--- config.mk ---
export PLATFORM = sky130hd
export DESIGN_NAME = hdlc_protocol_monitor_flat
export DESIGN_NICKNAME = d
export VERILOG_FILES = /design/src/rtl/hdlc_protocol_monitor_if.sv /design/src/rtl/hdlc_protocol_monitor.sv /design/src/flat_wrapper.sv
export SDC_FILE = /design/constraint.sdc
export NUM_CORES = 1
export LEC_CHECK = 0
export CAP_MARGIN = 20
export CORE_MARGIN = 4
export CORE_UTILIZATION = 54
export CTS_BUF_LIST = sky130_fd_sc_hd__clkbuf_4 sky130_fd_sc_hd__clkbuf_8
export CTS_CLUSTER_SIZE = 12
export DETAILED_ROUTE_END_ITERATION = 8
export GPL_TIMING_DRIVEN = 0
export PLACE_DENSITY = 0.94
export SLEW_MARGIN = 15
export SYNTH_ARGS = -nofsm -noshare
export SYNTH_HDL_FRONTEND = slang
export SYNTH_SLANG_ARGS = --single-unit
export TNS_END_PERCENT = 10
--- constraint.sdc ---
create_clock -name Clk -period 2.5 [get_ports Clk]
set_clock_uncertainty 0.1 [all_clocks]
set_input_delay 0.375 -clock Clk [delete_from_list [all_inputs] [get_ports Clk]]
set_output_delay 0.375 -clock Clk [all_outputs]
set_load 0.02 [all_outputs]
--- src/rtl/hdlc_protocol_monitor_if.sv ---
// Signal bundle between an HDLC core (line plus status strobes) and its protocol monitor.
// CNT_W must match the CNT_W of the monitor attached to the slave side.
interface hdlc_protocol_monitor_if #(
  parameter int CNT_W = 16
);
  logic             Enable;
  logic             ClrErr;
  logic             Line;
  logic             FlagDetect;
  logic             AbortSignal;
  logic             EoF;
  logic             ValidFrame;
  logic             NewByte;
  logic             Overflow;
  logic             ErrFlag;
  logic [2:0]       ErrCode;
  logic [5:0]       ErrVec;
  logic [CNT_W-1:0] ErrCnt;
  logic [CNT_W-1:0] FrameCnt;
  logic [1:0]       LineState;

  modport master (
    output Enable, ClrErr, Line, FlagDetect, AbortSignal, EoF, ValidFrame, NewByte, Overflow,
    input  ErrFlag, ErrCode, ErrVec, ErrCnt, FrameCnt, LineState
  );

  modport slave (
    input  Enable, ClrErr, Line, FlagDetect, AbortSignal, EoF, ValidFrame, NewByte, Overflow,
    output ErrFlag, ErrCode, ErrVec, ErrCnt, FrameCnt, LineState
  );
endinterface

--- src/rtl/hdlc_protocol_monitor.sv ---
// HDLC protocol monitor: tracks line state from flag/abort/idle patterns and checks the
// core's status strobes against them, with sticky error capture and saturating counters.
module hdlc_protocol_monitor #(
  parameter int         FLAG_LATENCY  = 2,
  parameter int         ABORT_LATENCY = 1,
  parameter int         MAX_BYTES     = 128,
  parameter int         CNT_W         = 16,
  parameter logic [5:0] CHECK_MASK    = 6'b111111
) (
  input logic                    Clk,
  input logic                    Rst,
  hdlc_protocol_monitor_if.slave mon
);

  localparam logic [1:0] IDLE    = 2'd0;
  localparam logic [1:0] OPEN    = 2'd1;
  localparam logic [1:0] ABORTED = 2'd2;

  localparam int             BC_W       = $clog2(MAX_BYTES + 2);
  localparam logic [BC_W-1:0] BYTE_LAST  = BC_W'(MAX_BYTES);
  localparam logic [BC_W-1:0] BYTE_LIMIT = BC_W'(MAX_BYTES + 1);

  // Only the seven newest history bits are ever needed to form the 8-bit window.
  logic [6:0]               sr;
  logic [7:0]               window;
  logic                     flagHit;
  logic                     abortHit;
  logic                     idleHit;
  logic [1:0]               lineState;
  logic [FLAG_LATENCY-1:0]  flagPipe;
  logic [ABORT_LATENCY-1:0] abortPipe;
  logic                     eofPipe;
  logic                     ovfPipe;
  logic                     vfPrev;
  logic                     ovfPrev;
  logic [BC_W-1:0]          byteCnt;
  logic                     vfRise;
  logic                     vfFall;
  logic                     byteIn;
  logic                     byteReach;
  logic [5:0]               rawFail;
  logic [5:0]               fails;
  logic                     anyFail;
  logic [2:0]               lowIdx;
  logic                     errFlag;
  logic [2:0]               errCode;
  logic [5:0]               errVec;
  logic [CNT_W-1:0]         errCnt;
  logic [CNT_W-1:0]         frameCnt;

  assign window    = {sr, mon.Line};
  assign flagHit   = (window == 8'h7E);
  assign abortHit  = (window == 8'h7F);
  assign idleHit   = (window == 8'hFF);
  assign vfRise    = mon.ValidFrame & ~vfPrev;
  assign vfFall    = ~mon.ValidFrame & vfPrev;
  assign byteIn    = mon.NewByte & mon.ValidFrame;
  // A rising ValidFrame restarts the count, so a byte on that cycle cannot hit the limit.
  assign byteReach = byteIn & ~vfRise & (byteCnt == BYTE_LAST);

  always_comb begin
    rawFail    = '0;
    rawFail[0] = flagPipe[FLAG_LATENCY-1] & ~mon.FlagDetect;
    rawFail[1] = mon.FlagDetect & ~flagPipe[FLAG_LATENCY-1];
    rawFail[2] = abortPipe[ABORT_LATENCY-1] & ~mon.AbortSignal;
    rawFail[3] = eofPipe & ~mon.EoF;
    rawFail[4] = ovfPipe & ~mon.Overflow;
    rawFail[5] = mon.Overflow & ~ovfPrev & (byteCnt <= BYTE_LAST);
    fails      = mon.Enable ? (rawFail & CHECK_MASK) : 6'b000000;
    anyFail    = |fails;
  end

  always_comb begin
    lowIdx = 3'd0;
    for (int i = 5; i >= 0; i--) begin
      if (fails[i]) lowIdx = 3'(i);
    end
  end

  always_ff @(posedge Clk) begin
    if (Rst) begin
      sr        <= 7'h7F;
      lineState <= IDLE;
      flagPipe  <= '0;
      abortPipe <= '0;
      eofPipe   <= 1'b0;
      ovfPipe   <= 1'b0;
      vfPrev    <= 1'b0;
      ovfPrev   <= 1'b0;
      byteCnt   <= '0;
      frameCnt  <= '0;
    end else if (mon.Enable) begin
      sr        <= window[6:0];
      flagPipe  <= FLAG_LATENCY'({flagPipe, flagHit});
      abortPipe <= ABORT_LATENCY'({abortPipe, abortHit & mon.ValidFrame});
      eofPipe   <= vfFall;
      ovfPipe   <= byteReach;
      vfPrev    <= mon.ValidFrame;
      ovfPrev   <= mon.Overflow;
      if (vfRise) begin
        byteCnt <= '0;
      end else if (byteIn && byteCnt != BYTE_LIMIT) begin
        byteCnt <= byteCnt + 1'b1;
      end
      if (mon.EoF && frameCnt != '1) frameCnt <= frameCnt + 1'b1;
      case (lineState)
        IDLE:    if (flagHit) lineState <= OPEN;
        OPEN: begin
          if (abortHit)     lineState <= ABORTED;
          else if (idleHit) lineState <= IDLE;
        end
        ABORTED: begin
          if (flagHit)      lineState <= OPEN;
          else if (idleHit) lineState <= IDLE;
        end
        default:            lineState <= IDLE;
      endcase
    end
  end

  // The clear drops old sticky bits but a failure in the same cycle still lands.
  always_ff @(posedge Clk) begin
    if (Rst) begin
      errFlag <= 1'b0;
      errCode <= 3'd0;
      errVec  <= 6'b000000;
      errCnt  <= '0;
    end else begin
      errFlag <= anyFail;
      if (anyFail) errCode <= lowIdx;
      errVec <= (mon.ClrErr ? 6'b000000 : errVec) | fails;
      if (mon.ClrErr) begin
        errCnt <= {{(CNT_W-1){1'b0}}, anyFail};
      end else if (anyFail && errCnt != '1) begin
        errCnt <= errCnt + 1'b1;
      end
    end
  end

  assign mon.ErrFlag   = errFlag;
  assign mon.ErrCode   = errCode;
  assign mon.ErrVec    = errVec;
  assign mon.ErrCnt    = errCnt;
  assign mon.FrameCnt  = frameCnt;
  assign mon.LineState = lineState;

endmodule

--- src/flat_wrapper.sv ---
// flat-port wrapper written by rule: the top's interface ports become plain ports
module hdlc_protocol_monitor_flat 
#(
  parameter int         FLAG_LATENCY  = 2,
  parameter int         ABORT_LATENCY = 1,
  parameter int         MAX_BYTES     = 128,
  parameter int         CNT_W         = 16,
  parameter logic [5:0] CHECK_MASK    = 6'b111111
)
  (Clk, Rst, mon_Enable, mon_ClrErr, mon_Line, mon_FlagDetect, mon_AbortSignal, mon_EoF, mon_ValidFrame, mon_NewByte, mon_Overflow, mon_ErrFlag, mon_ErrCode, mon_ErrVec, mon_ErrCnt, mon_FrameCnt, mon_LineState);
  hdlc_protocol_monitor_if #(.CNT_W(CNT_W)) mon_i ();
  input logic Clk;
  input logic Rst;
  input wire logic [$bits(mon_i.Enable)-1:0] mon_Enable;
  input wire logic [$bits(mon_i.ClrErr)-1:0] mon_ClrErr;
  input wire logic [$bits(mon_i.Line)-1:0] mon_Line;
  input wire logic [$bits(mon_i.FlagDetect)-1:0] mon_FlagDetect;
  input wire logic [$bits(mon_i.AbortSignal)-1:0] mon_AbortSignal;
  input wire logic [$bits(mon_i.EoF)-1:0] mon_EoF;
  input wire logic [$bits(mon_i.ValidFrame)-1:0] mon_ValidFrame;
  input wire logic [$bits(mon_i.NewByte)-1:0] mon_NewByte;
  input wire logic [$bits(mon_i.Overflow)-1:0] mon_Overflow;
  output wire logic [$bits(mon_i.ErrFlag)-1:0] mon_ErrFlag;
  output wire logic [$bits(mon_i.ErrCode)-1:0] mon_ErrCode;
  output wire logic [$bits(mon_i.ErrVec)-1:0] mon_ErrVec;
  output wire logic [$bits(mon_i.ErrCnt)-1:0] mon_ErrCnt;
  output wire logic [$bits(mon_i.FrameCnt)-1:0] mon_FrameCnt;
  output wire logic [$bits(mon_i.LineState)-1:0] mon_LineState;
  assign mon_i.Enable = mon_Enable;
  assign mon_i.ClrErr = mon_ClrErr;
  assign mon_i.Line = mon_Line;
  assign mon_i.FlagDetect = mon_FlagDetect;
  assign mon_i.AbortSignal = mon_AbortSignal;
  assign mon_i.EoF = mon_EoF;
  assign mon_i.ValidFrame = mon_ValidFrame;
  assign mon_i.NewByte = mon_NewByte;
  assign mon_i.Overflow = mon_Overflow;
  assign mon_ErrFlag = mon_i.ErrFlag;
  assign mon_ErrCode = mon_i.ErrCode;
  assign mon_ErrVec = mon_i.ErrVec;
  assign mon_ErrCnt = mon_i.ErrCnt;
  assign mon_FrameCnt = mon_i.FrameCnt;
  assign mon_LineState = mon_i.LineState;
  hdlc_protocol_monitor #(.FLAG_LATENCY(FLAG_LATENCY), .ABORT_LATENCY(ABORT_LATENCY), .MAX_BYTES(MAX_BYTES), .CNT_W(CNT_W), .CHECK_MASK(CHECK_MASK)) u_core (.Clk(Clk), .Rst(Rst), .mon(mon_i));
endmodule
==> results.sh <==
export IMPL_status="completed"
export IMPL_worst_pin_slew_ps=797
export IMPL_power_density_nw_per_um2=526
export IMPL_cts_made_buffers=9
export IMPL_start_kind="flop"
export IMPL_cts_setup_buffers=0
export IMPL_cp_num_buf_inv=1
export IMPL_clockRootBuffer="clkbuf_8"
export IMPL_post_route_period_util=0.943
export IMPL_maxSlewViolCount=0
export IMPL_stdcell_count=509
export IMPL_io_buffers=52
export IMPL_diodes=0
export IMPL_min_from="u_core.flagPipe[0]"
export IMPL_syn_nets=385
export IMPL_critPathSlowestCell="nor4_1"
export IMPL_peakVddDrop_uv=439
export IMPL_viasPerCell=6.13
export IMPL_ios=55
export IMPL_hold_path_end="u_core.flagPipe[0]"
export IMPL_crit_path_end_kind="flop"
export IMPL_worst_r2r_setup_slack_ps=140
export IMPL_routed_wirelength_mm=8.04
export IMPL_cts_tree="done"
export IMPL_coreArea_um2=5540
export IMPL_overflow=0
export IMPL_drc=0
export IMPL_drive_gt1_frac=0.0572
export IMPL_r2r_worst_path_cells=7
export IMPL_rows=27
export IMPL_place_area_um2=3710
export IMPL_yosysWarnings=0
export IMPL_arrival_ps=2480
export IMPL_syn2layout_area_growth_pct=25.8
export IMPL_worstReg2RegEnd="u_core.mon.ErrCnt[0]"
export IMPL_synth_edf_count=0
export IMPL_syn_area_per_cell_um2=8.41
export IMPL_netlist_area_um2=3100
export IMPL_final_net_count=448
export IMPL_die_h_um=83.8
export IMPL_r2r_start="u_core.mon.ErrCnt[0]"
export IMPL_grt_pass1_wl_mm=13.8
export IMPL_die_width_um=83.8
export IMPL_finalSetupViolations=0
export IMPL_synth_yosys_seq_area_share=0.426
export IMPL_place_hpwl_mm=5.50
export IMPL_grt_usage=0.237
export IMPL_ys_ff_latch=66
export IMPL_drtIter0Drc=263
export IMPL_cts_hold_buf=0
export IMPL_synth_cell_type_count=45
export IMPL_required_ps=2620
export IMPL_synthArstFlopShare=0
export IMPL_power_leakage_nw=1.35
export IMPL_critical_path_peak_fanout=10
export IMPL_grt_start_max_net_pins=11
export IMPL_worst_hold_slack_ps=367
export IMPL_rsz0062_at_grt="no"
export IMPL_worst_path_largest_cell_delay_ps=600
export IMPL_maxCapViolations=0
export IMPL_finalHoldViolations=0
export IMPL_die_area_um2=7020
export IMPL_hp_class="flop to flop"
export IMPL_path_class="flop to flop"
export IMPL_clk_pin_slew_ps=80
export IMPL_clock_latency_ps=350
export IMPL_start_util=0.560
export IMPL_synth_ff_type="dfxtp_1"
export IMPL_antenna_found_initial=0
export IMPL_wl_per_cell_um=15.8
export IMPL_relSlewSlack=0.464
export IMPL_dp_cells=493
export IMPL_final_area_um2=3900
export IMPL_layout_min_cycle_time_ps=2360
export IMPL_synthCells=369
export IMPL_crit_family="simple AND/OR/NAND/NOR gates"
export IMPL_min_path_cells=2
export IMPL_finalPower_mw=2.05
export IMPL_htreeDepth=3
export IMPL_crit_chain="ha_1 > nand3_1 > nor4_1 > clkbuf_1 > nor2_1 > o21ai_0 > a21oi_1"
export IMPL_postRouteAntennaNets=0
export IMPL_via_count=3120
export IMPL_drt_first_pass_iters=7
export IMPL_cts_sinks=66
export IMPL_grt_pass1_vias=2945
export IMPL_clockBufferDepth=2
export IMPL_place_gp_congestion=0.893
export IMPL_max_freq_ghz=0.424
synth_stat cells (2+ instances only):
library cell / instances / area [um2]
o31ai_1: 4 / 30.0
nand2b_1: 5 / 31.3
nor2_1: 39 / 146
and3_1: 6 / 37.5
buf_1: 2 / 7.51
nand3_1: 20 / 100
nor2b_1: 8 / 50.1
a21oi_1: 30 / 150
nor4_1: 4 / 25.0
or3_1: 8 / 50.1
o211ai_1: 3 / 22.5
ha_1: 5 / 62.6
and2_1: 4 / 25.0
nand4_1: 17 / 106
o21ai_0: 16 / 80.1
xor2_1: 11 / 96.3
or4_1: 10 / 75.1
nor3_1: 5 / 25.0
a31oi_1: 5 / 31.3
nor4b_1: 3 / 26.3
and4_1: 5 / 43.8
o21a_1: 3 / 22.5
nand2_1: 32 / 120
nand3b_1: 2 / 15.0
dfxtp_1: 66 / 1320
xnor2_1: 9 / 78.8
clkbuf_1: 11 / 41.3
mux2i_1: 8 / 80.1
inv_1: 10 / 37.5
or2_2: 3 / 18.8
flip-flops by register name (all words and copies together), names as in the netlist:
name                  count
u_core.ovfPipe            1
u_core.flagPipe           2
u_core.mon.FrameCnt      16
u_core.mon.ErrFlag        1
u_core.mon.ErrVec         6
u_core.mon.ErrCnt        16
u_core.mon.ErrCode        3
u_core.mon.LineState      2
u_core.eofPipe            1
u_core.abortPipe          1
u_core.ovfPrev            1
u_core.byteCnt            8
u_core.sr                 7
u_core.vfPrev             1
layout make-up:
class	count	area, um2
repair buffers	52	520
well taps	72	90.1
clock buffers	13	160
inverters	10	37.5
flip-flops and latches	66	1320
fillers	427	1640
multi-input cells	278	1690
plain buffers	15	65.1
clock inverters	3	15.0
placed cells by master (no fill, tap or decap), types with 2 or more instances in the layout:
master	Yosys	final
nand4_1	17	17
clkbuf_4	0	3
and3_1	6	6
clkinv_2	0	3
o21a_1	3	3
o21ai_0	16	16
o211ai_1	3	3
and2_1	4	4
nand3b_1	2	2
clkdlybuf4s50_1	0	52
or3_1	8	8
ha_1	5	5
clkbuf_1	11	11
or4_1	10	10
nor4_1	4	4
nor2b_1	8	8
dfxtp_1	66	66
o31ai_1	4	4
nor2_1	39	39
a31oi_1	5	5
or2_2	3	3
nor4b_1	3	3
nand2_1	32	32
mux2i_1	8	8
clkbuf_8	0	10
xor2_1	11	11
nand3_1	20	20
buf_1	2	2
nand2b_1	5	5
xnor2_1	9	9
nor3_1	5	5
inv_1	10	10
and4_1	5	5
a21oi_1	30	30
where the power goes:
group / switching (mW) / total, mW / internal, mW
logic: 0.0981 / 0.162 / 0.0642
registers: 0.0142 / 1.08 / 1.07
clock network: 0.393 / 0.809 / 0.416
layer usage:
layer | wire [um] | global-route usage | vias to the layer above
met5 | 0 | 0 | -
met4 | 205 | 0.105 | 0
met3 | 664 | 0.0592 | 24
met2 | 3960 | 0.393 | 177
met1 | 3210 | 0.289 | 1461
li1 | - | - | 1458
what timing repair did:
item	CTS	global route
gates resized for setup	0	2
setup endpoints to repair	0	21
hold endpoints to repair	0	0
cell families after synthesis:
| kind of cell | synth area share |
|---|---|
| XOR/XNOR | 0.0565 |
| flip-flops | 0.426 |
| buffers and inverters | 0.0331 |
| multiplexers | 0.0258 |
| AND/OR/NAND/NOR | 0.306 |
| AO/OA/AOI/OAI | 0.132 |
| adder cells (fa/ha/maj) | 0.0202 |
metrics by stage:
| stage | utilization | setup WS [ps] | setup TNS, ps |
|---|---|---|---|
| floorplan | - | 473 | 0 |
| global placement | 0.670 | -114 | -1320 |
| detailed placement | 0.670 | -143 | -1450 |
| CTS | 0.702 | 111 | 0 |
| global route | 0.704 | 2.72 | 0 |
| finish | 0.704 | 144 | 0 |
tightest hold or removal path, stage by stage, from the launching register on:
cell and delay, ps:
dfxtp_1 310, nand2_1 60, a21oi_1 60
how the worst max path moves through the flow:
stage,start,cells past startpoint,slack [ps],endpoint
after floorplan,u_core.mon.ErrCnt[3],5,470,u_core.mon.ErrCnt[15]
after global placement,mon_EoF,7,-110,u_core.mon.ErrCnt[13]
after detailed placement,mon_EoF,7,-140,u_core.mon.ErrCnt[13]
after CTS,u_core.byteCnt[1],7,110,u_core.byteCnt[4]
after global routing,u_core.mon.ErrCnt[0],7,3,u_core.mon.ErrCnt[0]
final,u_core.mon.ErrCnt[0],7,140,u_core.mon.ErrCnt[0]
No activity file was read; power rests on OpenSTA's default activity.
